$ cat src/rtl/spi_ctrl_pkg.sv
// Shared definitions for the SPI master controller.
// Holds the FSM state encoding, the 2-bit frame command codes and a helper
// that builds one 10-bit SPI word {cmd, payload}.
package spi_ctrl_pkg;

  typedef enum logic [2:0] {
    IDLE      = 3'd0,
    SEL       = 3'd1,
    SHIFT     = 3'd2,
    GAP       = 3'd3,
    WAIT_MISO = 3'd4,
    CAPTURE   = 3'd5,
    DONE      = 3'd6
  } state_t;

  localparam logic [1:0] CMD_WR_ADDR = 2'b00;
  localparam logic [1:0] CMD_WR_DATA = 2'b01;
  localparam logic [1:0] CMD_RD_ADDR = 2'b10;
  localparam logic [1:0] CMD_RD_DATA = 2'b11;

  function automatic logic [9:0] make_word(input logic [1:0] cmd, input logic [7:0] payload);
    return {cmd, payload};
  endfunction

endpackage

$ cat src/rtl/spi_master_ctrl_if.sv
// Host-side request/response bus of the SPI master controller.
//   req_valid/req_ready : request handshake
//   req_wr/addr/wdata   : request contents (1 = write, 0 = read)
//   rsp_valid/rsp_rdata : one-cycle completion pulse and read data
//   busy                : operation in progress
// modport master: the host; modport slave: the controller.
interface spi_master_ctrl_if;
  logic       req_valid;
  logic       req_ready;
  logic       req_wr;
  logic [7:0] req_addr;
  logic [7:0] req_wdata;
  logic       rsp_valid;
  logic [7:0] rsp_rdata;
  logic       busy;

  modport master (
    output req_valid, req_wr, req_addr, req_wdata,
    input  req_ready, rsp_valid, rsp_rdata, busy
  );

  modport slave (
    input  req_valid, req_wr, req_addr, req_wdata,
    output req_ready, rsp_valid, rsp_rdata, busy
  );
endinterface

$ cat src/rtl/spi_shift_reg.sv
// SPI data path: 10-bit parallel-load transmit register shifted out MSB
// first, and an 8-bit receive register shifted in MSB first.
//   load/load_word : parallel load of the transmit word (wins over shift)
//   shift_out      : advance the transmit word by one bit
//   shift_in/sin   : append one received bit
//   sout           : current transmit bit (word MSB)
//   rx             : received byte
// Pure data storage; no reset needed since the controller gates its use.
module spi_shift_reg (
  input  logic       clk,
  input  logic       load,
  input  logic [9:0] load_word,
  input  logic       shift_out,
  input  logic       shift_in,
  input  logic       sin,
  output logic       sout,
  output logic [7:0] rx
);

  logic [9:0] tx_q, tx_d;
  logic [7:0] rx_q, rx_d;

  always_comb begin
    tx_d = tx_q;
    if (load)           tx_d = load_word;
    else if (shift_out) tx_d = {tx_q[8:0], 1'b0};
    rx_d = rx_q;
    if (shift_in)       rx_d = {rx_q[6:0], sin};
  end

  always_ff @(posedge clk) begin
    tx_q <= tx_d;
    rx_q <= rx_d;
  end

  assign sout = tx_q[9];
  assign rx   = rx_q;

endmodule

$ cat src/rtl/spi_master_ctrl.sv
// SPI master controller: turns one host request into two 10-bit SPI frames
// (address frame, then data frame) and, for reads, waits MISO_DELAY cycles
// and captures 8 MISO bits.
//   clk, rst_n     : clock, synchronous active-low reset
//   host           : request/response bus (slave side)
//   SS_n/MOSI/MISO : SPI pins
// Parameters: GAP_CYCLES (1..15) SS_n-high cycles between frames,
//             MISO_DELAY (0..15) wait cycles before the first MISO sample.
module spi_master_ctrl
  import spi_ctrl_pkg::*;
#(
  parameter int GAP_CYCLES = 1,
  parameter int MISO_DELAY = 2
) (
  input  logic               clk,
  input  logic               rst_n,
  spi_master_ctrl_if.slave   host,
  output logic               SS_n,
  output logic               MOSI,
  input  logic               MISO
);

  localparam logic [3:0] GAP_LAST  = 4'(GAP_CYCLES - 1);
  // Unreachable value when MISO_DELAY is 0; WAIT_MISO is then skipped.
  localparam logic [3:0] WAIT_LAST = 4'(MISO_DELAY - 1);

  state_t     state_q, state_d;
  logic [3:0] bit_cnt_q, bit_cnt_d;
  logic [3:0] dly_cnt_q, dly_cnt_d;
  logic       frame_q, frame_d;
  logic       wr_q, wr_d;
  logic [7:0] wdata_q, wdata_d;
  logic [7:0] rdata_q, rdata_d;

  logic       sr_load, sr_shift, rx_shift, sr_out;
  logic [9:0] sr_word;
  logic [7:0] rx_byte;
  logic       ready, accept;
  logic       ss_n, mosi, rsp_valid, busy;

  spi_shift_reg u_sr (
    .clk       (clk),
    .load      (sr_load),
    .load_word (sr_word),
    .shift_out (sr_shift),
    .shift_in  (rx_shift),
    .sin       (MISO),
    .sout      (sr_out),
    .rx        (rx_byte)
  );

  // Ready is masked by rst_n so it reads 0 while reset is asserted.
  assign ready  = (state_q == IDLE) && rst_n;
  assign accept = host.req_valid && ready;

  always_ff @(posedge clk) begin
    if (!rst_n) begin
      state_q   <= IDLE;
      bit_cnt_q <= '0;
      dly_cnt_q <= '0;
      frame_q   <= 1'b0;
      rdata_q   <= '0;
    end else begin
      state_q   <= state_d;
      bit_cnt_q <= bit_cnt_d;
      dly_cnt_q <= dly_cnt_d;
      frame_q   <= frame_d;
      rdata_q   <= rdata_d;
    end
  end

  always_ff @(posedge clk) begin
    wr_q    <= wr_d;
    wdata_q <= wdata_d;
  end

  always_comb begin
    state_d   = state_q;
    bit_cnt_d = bit_cnt_q;
    dly_cnt_d = dly_cnt_q;
    frame_d   = frame_q;
    wr_d      = wr_q;
    wdata_d   = wdata_q;
    rdata_d   = rdata_q;
    sr_load   = 1'b0;
    sr_word   = '0;
    sr_shift  = 1'b0;
    rx_shift  = 1'b0;
    unique case (state_q)
      IDLE: if (accept) begin
        // Frame 1 is loaded straight from the request inputs.
        state_d = SEL;
        wr_d    = host.req_wr;
        wdata_d = host.req_wdata;
        frame_d = 1'b0;
        sr_load = 1'b1;
        sr_word = make_word(host.req_wr ? CMD_WR_ADDR : CMD_RD_ADDR, host.req_addr);
      end
      // The select cycle already shows word[9]; shifting starts after SHIFT's first cycle.
      SEL: begin
        state_d   = SHIFT;
        bit_cnt_d = '0;
      end
      SHIFT: begin
        sr_shift = 1'b1;
        if (bit_cnt_q == 4'd9) begin
          bit_cnt_d = '0;
          dly_cnt_d = '0;
          if (!frame_q)             state_d = GAP;
          else if (wr_q)            state_d = DONE;
          else if (MISO_DELAY == 0) state_d = CAPTURE;
          else                      state_d = WAIT_MISO;
        end else begin
          bit_cnt_d = bit_cnt_q + 4'd1;
        end
      end
      GAP: if (dly_cnt_q == GAP_LAST) begin
        dly_cnt_d = '0;
        state_d   = SEL;
        frame_d   = 1'b1;
        sr_load   = 1'b1;
        sr_word   = wr_q ? make_word(CMD_WR_DATA, wdata_q) : make_word(CMD_RD_DATA, 8'h00);
      end else begin
        dly_cnt_d = dly_cnt_q + 4'd1;
      end
      WAIT_MISO: if (dly_cnt_q == WAIT_LAST) begin
        dly_cnt_d = '0;
        state_d   = CAPTURE;
      end else begin
        dly_cnt_d = dly_cnt_q + 4'd1;
      end
      CAPTURE: begin
        rx_shift = 1'b1;
        if (bit_cnt_q == 4'd7) begin
          bit_cnt_d = '0;
          state_d   = DONE;
        end else begin
          bit_cnt_d = bit_cnt_q + 4'd1;
        end
      end
      DONE: begin
        state_d = IDLE;
        if (!wr_q) rdata_d = rx_byte;
      end
      default: state_d = IDLE;
    endcase
  end

  always_comb begin
    ss_n      = 1'b1;
    mosi      = 1'b0;
    rsp_valid = 1'b0;
    busy      = (state_q != IDLE);
    unique case (state_q)
      SEL, SHIFT:         begin ss_n = 1'b0; mosi = sr_out; end
      WAIT_MISO, CAPTURE: ss_n = 1'b0;
      DONE:               rsp_valid = 1'b1;
      default:            ;
    endcase
  end

  assign SS_n           = ss_n;
  assign MOSI           = mosi;
  assign host.req_ready = ready;
  assign host.rsp_valid = rsp_valid;
  assign host.busy      = busy;
  // During the completion cycle the freshly captured byte is presented directly.
  assign host.rsp_rdata = (state_q == DONE && !wr_q) ? rx_byte : rdata_q;

endmodule
$ cat src/flat_wrapper.sv
// flat-port wrapper written by rule: the top's interface ports become plain ports
module spi_master_ctrl_flat import spi_ctrl_pkg::*;
#(
  parameter int GAP_CYCLES = 1,
  parameter int MISO_DELAY = 2
)
  (clk, rst_n, SS_n, MOSI, MISO, host_req_valid, host_req_wr, host_req_addr, host_req_wdata, host_req_ready, host_rsp_valid, host_rsp_rdata, host_busy);
  spi_master_ctrl_if host_i ();
  input  logic clk;
  input  logic rst_n;
  output logic SS_n;
  output logic MOSI;
  input  logic MISO;
  input wire logic [$bits(host_i.req_valid)-1:0] host_req_valid;
  input wire logic [$bits(host_i.req_wr)-1:0] host_req_wr;
  input wire logic [$bits(host_i.req_addr)-1:0] host_req_addr;
  input wire logic [$bits(host_i.req_wdata)-1:0] host_req_wdata;
  output wire logic [$bits(host_i.req_ready)-1:0] host_req_ready;
  output wire logic [$bits(host_i.rsp_valid)-1:0] host_rsp_valid;
  output wire logic [$bits(host_i.rsp_rdata)-1:0] host_rsp_rdata;
  output wire logic [$bits(host_i.busy)-1:0] host_busy;
  assign host_i.req_valid = host_req_valid;
  assign host_i.req_wr = host_req_wr;
  assign host_i.req_addr = host_req_addr;
  assign host_i.req_wdata = host_req_wdata;
  assign host_req_ready = host_i.req_ready;
  assign host_rsp_valid = host_i.rsp_valid;
  assign host_rsp_rdata = host_i.rsp_rdata;
  assign host_busy = host_i.busy;
  spi_master_ctrl #(.GAP_CYCLES(GAP_CYCLES), .MISO_DELAY(MISO_DELAY)) u_core (.clk(clk), .rst_n(rst_n), .host(host_i), .SS_n(SS_n), .MOSI(MOSI), .MISO(MISO));
endmodule
$ cat config.mk
export PLATFORM = sky130hd
export DESIGN_NAME = spi_master_ctrl_flat
export DESIGN_NICKNAME = d
export VERILOG_FILES = /design/src/rtl/spi_ctrl_pkg.sv /design/src/rtl/spi_master_ctrl_if.sv /design/src/rtl/spi_shift_reg.sv /design/src/rtl/spi_master_ctrl.sv /design/src/flat_wrapper.sv
export SDC_FILE = /design/constraint.sdc
export NUM_CORES = 1
export LEC_CHECK = 0
export BUFFER_PORTS_ARGS = -buffer_cell sky130_fd_sc_hd__clkbuf_2
export CAP_MARGIN = 20
export CORE_ASPECT_RATIO = 2
export CORE_MARGIN = 5
export CORE_UTILIZATION = 54
export DETAILED_ROUTE_END_ITERATION = 10
export PLACE_DENSITY_LB_ADDON = 0.2
export SKIP_CTS_REPAIR_TIMING = 1
export SLEW_MARGIN = 20
export SYNTH_ARGS = -nofsm -noshare
export SYNTH_HDL_FRONTEND = slang
export SYNTH_SLANG_ARGS = --single-unit
$ cat constraint.sdc
create_clock -name clk -period 3.8 [get_ports clk]
set_input_delay 0.57 -clock clk [delete_from_list [all_inputs] [get_ports clk]]
set_output_delay 0.57 -clock clk [all_outputs]
set_load 0.05 [all_outputs]
## Yosys cells after proc, flatten, opt, wreduce, memory -nomap -nowiden

Cells that the tools add are included.

| word-level totals | value |
|---|---|
| bits in registers | 47 |
| input bits | 21 |
| output and inout bits | 13 |
| logic and storage cells | 78 |

| cells by class | value |
|---|---|
| add/subtract/negate cells | 2 |
| eq/ne operators | 14 |
| multiplexer cells | 34 |
| bitwise gates (word level) | 1 |
| reduce and logical (&&, ||, !) cells | 18 |

Operators by type and width:

| operator | count |
|---|---|
| $mux 10 | 5 |
| $pmux 4 s3 | 2 |
| $mux 4 | 5 |
| $pmux 10 s2 | 1 |
| $mux 3 | 6 |
| $pmux 3 s6 | 1 |
| $ne 2x1->1 const B | 5 |
| $eq 3x3->1 const B | 3 |
| $mux 1 | 9 |
| $reduce_bool 3->1 | 3 |
| $add 4x1->4 const B | 2 |
| $mux 8 | 1 |
| $eq 3x2->1 const B | 2 |
| $reduce_and 2->1 | 3 |
| $reduce_and 5->1 | 1 |
| $eq 4x1->1 const B | 1 |
| $eq 4x3->1 const B | 1 |
| $eq 4x4->1 const B | 1 |
| $logic_not 4->1 | 1 |
| $mux 2 | 2 |
| $pmux 1 s2 | 2 |
| $reduce_bool 2->1 | 2 |
| $reduce_or 4->1 | 1 |
| $eq 3x1->1 const B | 1 |
| 6 further kinds | 8 |

## Longest topological paths before layout

| depth | value |
|---|---|
| depth in word-level cells | 6 |
| gate-level depth with buffers | 7 |
| depth with buffers taken out | 6 |

## Cells and area by module

A second synthesis with hierarchy kept.

| second synthesis, totals | value |
|---|---|
| cells, all modules | 179 |
| area, all modules | 2220.9 µm² |

By module, submodules not included:

| module | times used | cells each | area an instance (µm²) | seq. area each (µm²) |
|---|---|---|---|---|
| spi_master_ctrl | 1 | 149 | 1524.0 | 670.6 |
| spi_shift_reg | 1 | 30 | 696.9 | 540.5 |

## Worst setup path after synthesis

OpenSTA, ideal clock, no wires.

| path | value |
|---|---|
| kind | register to output |
| from | register u_core.state_q[0] |
| to | output port host_req_ready |
| arrival time | 1.729 ns |
| data required time | 3.230 ns |
| setup slack | 1.501 ns |
| cell stages (with the launch flop) | 5 |
| buffers on the path | 1 |
| cell sequence | dfxtp_1 buf_4 nor3_1 inv_1 nor2_1 |

| on the way | value |
|---|---|
| word-level cells in the longest chain between the ends | 2 |

RTL lines:

| what | RTL line | source |
|---|---|---|
| start: declaration | spi_master_ctrl.sv:27 | `state_t state_q, state_d;` |
| start signal: assignment | spi_master_ctrl.sv:64 | `state_q <= state_d;` |
| $logic_not 3->1 | spi_master_ctrl.sv:53 | `assign ready = (state_q == IDLE) && rst_n;` |
| $logic_and 1x1->1 | spi_master_ctrl.sv:53 |  |
| end: declaration | flat_wrapper.sv:18 | `output wire logic [$bits(host_i.req_ready)-1:0] host_req_ready;` |

No other way between the ends.

## Worst setup path in the final report

| path | value |
|---|---|
| from | register u_core.state_q[1] |
| to | output port host_rsp_rdata[6] |

| on the way | value |
|---|---|
| word-level cells in the longest chain between the ends | 3 |

RTL lines:

| what | RTL line | source |
|---|---|---|
| $eq 3x3->1 | spi_master_ctrl.sv:168 | `assign host.rsp_rdata = (state_q == DONE && !wr_q) ? rx_byte : rdata_q;` |
| $logic_and 1x1->1 | spi_master_ctrl.sv:168 |  |
| $mux 8 | spi_master_ctrl.sv:168 |  |
| end: declaration | flat_wrapper.sv:20 | `output wire logic [$bits(host_i.rsp_rdata)-1:0] host_rsp_rdata;` |

No other way between the ends.

==> out/qor.txt <==
final core occ -> 62.14%
global-route wire length before repair -> 6603 um
R2R Path End -> u_core.u_sr.tx_q[7]
largest net degree at the start of global routing -> 20
clock buffer depth -> 2
die span in x -> 55.12 um
CTS sink cnt -> 47
Critical Path End Type -> output pin
relative slew slack -> 61.94%
vias in the first global route -> 1430
DP Worst Slack -> 1.370 ns
gr usage total -> 16.50%
Sum Neg Setup Slack -> 0 ns
Static Leak -> 1.015 nW
PwrDens -> 597.9 nW/um2
initial antenna violation count -> 0
HP Class -> primary input to flip-flop
overflow left after global routing -> 0
worst endpoint required time -> 3.23 ns
period utilisation layout -> 71.99%
Post-Synthesis Cells -> 183
Hold EP -> u_core.wdata_q[3]
die height -> 100.2 um
n_diodes -> 0
Clock Skews -> 0.01146 ns
main flop type after synthesis -> edfxtp_1
peak supply drop -> 0.4716 mV
total die area -> 5524 um2
Net Count, Synth -> 210
Final WS setup -> 1.064 ns
clock root cell -> clkbuf_8
internal power -> 0.9967 mW
Mapped Area -> 2198 um2
synth top area cells -> edfxtp_1 (37%), dfxtp_1 (18%), mux2_4 (5.5%)
Final Hold Vio Count -> 0
final setup vio count -> 0
outcome -> finished clean
Switch Pwr -> 0.4913 mW
placed insts -> 259
syn avg cell area -> 12.01 um2
nets -> 241
GRT Max-Usage Layer -> met2
post-synthesis sequential area ratio -> 55.09%
Worst Hold Slack -> 0.4396 ns
Vias -> 1470
Hold Path Depth -> 1
met2 usage -> 24.36%
depth of the most critical reg-to-reg path -> 5
dpl cell area -> 2374 um2
port buffer count -> 33
Synth cell types -> 43
fin area -> 2489 um2
iteration count of the initial detailed-routing pass -> 6
CTS tree -> done
sequential share of power -> 48.1%
HPWL Detailed -> 2910 um
share of cells above drive strength 1 -> 25.12%
WP data arrival -> 2.17 ns
cts bufs inserted -> 5
crit path max fanout -> 14
clock power share -> 25.0%
Synth area leader -> edfxtp_1
Power, Total -> 1.488 mW
drt first-iter violations -> 31
CP startpoint kind -> flip-flop
CTS clk-pin slew, worst paths -> 0.09 ns
Synth Warn # -> 0
Logic pwr share -> 26.9%
Site Rows -> 33
core area -> 4005 um2
H-tree Lvls -> 2
Initial Util -> 54.89%
asr flop ratio synth -> 0%
commonest cells in the netlist -> edfxtp_1 (27), dfxtp_1 (20), and2_1 (17), inv_1 (10), nand2_1 (9)
IO Pins -> 34
top-count cell post-synth -> edfxtp_1
clk_lat worst skew -> 0.30 ns
fmax -> 365.5 MHz
average vias per placed instance -> 5.506
FF+latch area -> 1211 um2
synthesized flop and latch total -> 47
Sw Ratio -> 33.02%
kind of critical path -> flip-flop to output pin
final WL -> 4116 um
min cycle time layout -> 2.736 ns
RSZ-0062 raised after global routing -> no
M1 GR Usage -> 23.24%
max-cap viol count -> 0
hold_sp -> host_req_wdata[3]
Final ANT Viol Nets -> 0
GR Util met3 -> 4.309%
Yosys top cell area share -> 36.88%
fin. max-slew vios -> 0
area grow syn2layout -> 13.20%
FF-to-FF Start -> u_core.state_q[0]
slew at the pin closest to its max-slew limit -> 0.5702 ns
drc violations -> 0
number of synthesized flops with an enable pin -> 27
r2r setup slk -> 1.40 ns
GPL Wtd Cong -> 0.7856
wire per inst -> 15.42 um
Fillers -> 359
multi-input logic area -> 890.9 um2
Cell Count, Final, Fillers Out -> 267
-- final cells by class --
cell class | count | share of cell area, %
clock inverter | 3 | 1.860
tap | 52 | 2.614
multi-input combinational | 116 | 35.80
inverter | 11 | 1.659
clock buffer | 5 | 2.765
timing repair buffer | 33 | 6.636
sequential | 47 | 48.67
-- per-layer routing --
metal	vias to the layer above	share of wire, %
li1	728	-
met4	0	1.7
met3	5	5.0
met2	34	50
met5	-	0
met1	703	44
-- cell usage in the layout, fill, tap and decap left out, types with 3 or more instances in the layout --
master    count
nand3_1       5
a21oi_1       5
edfxtp_1     27
a211oi_1      3
inv_1        10
mux2_4        8
nand3b_1      5
and2_1       17
o21ai_0       3
clkbuf_2     33
nand2_1       9
dfxtp_1      20
nor3_1        4
a221o_1       8
clkbuf_8      5
a31oi_1       5
nor2_1        8
ha_1          6
and3b_1       3
-- power by group through the flow --
stage | Sequential [mW] | Combinational, mW | Clock (mW)
3_5_place_dp | 0.722 | 0.399 | 0
2_1_floorplan | 0.689 | 0.346 | 0
6_report | 0.716 | 0.400 | 0.372
3_3_place_gp | 0.723 | 0.384 | 0
4_1_cts | 0.715 | 0.400 | 0.384
5_1_grt | 0.727 | 0.437 | 0.408
-- sequential cells by signal, indices dropped and copies added (netlist names) --
register,cells
u_core.u_sr.rx,8
u_core.wr_q,1
u_core.dly_cnt_q,4
u_core.rdata_q,8
u_core.wdata_q,8
u_core.bit_cnt_q,4
u_core.frame_q,1
u_core.state_q,3
u_core.u_sr.tx_q,10
-- critical path: stages (launching register included) --
cell,delay (ns)
dfxtp_1,0.57
and3b_1,0.24
and2_1,0.46
mux2_4,0.36
clkbuf_2,0.24
-- kinds of logic (layout without fill, tap and decap cells) --
logic type	Yosys count	after routing	share of synthesized area, %
simple gates	65	65	17.64
flops	47	47	55.09
mux	8	8	5.464
xor+xnor	1	1	0.3985
compound gates	36	36	13.60
fa+ha+maj	6	6	3.415
buf+inv	20	52	4.382
-- how the worst max path moves through the flow --
| stage | startpoint | to | slack (ns) |
|---|---|---|---|
| after floorplan | u_core.state_q[0] | host_req_ready | 1.50 |
| after global placement | u_core.state_q[1] | host_rsp_rdata[4] | 1.41 |
| after detailed placement | rst_n | u_core.u_sr.tx_q[1] | 1.37 |
| after CTS | u_core.state_q[1] | host_rsp_rdata[5] | 1.04 |
| after global routing | u_core.state_q[1] | host_rsp_rdata[4] | 0.90 |
| final | u_core.state_q[1] | host_rsp_rdata[6] | 1.06 |
Note: power is estimated with default switching activity, not from simulation.
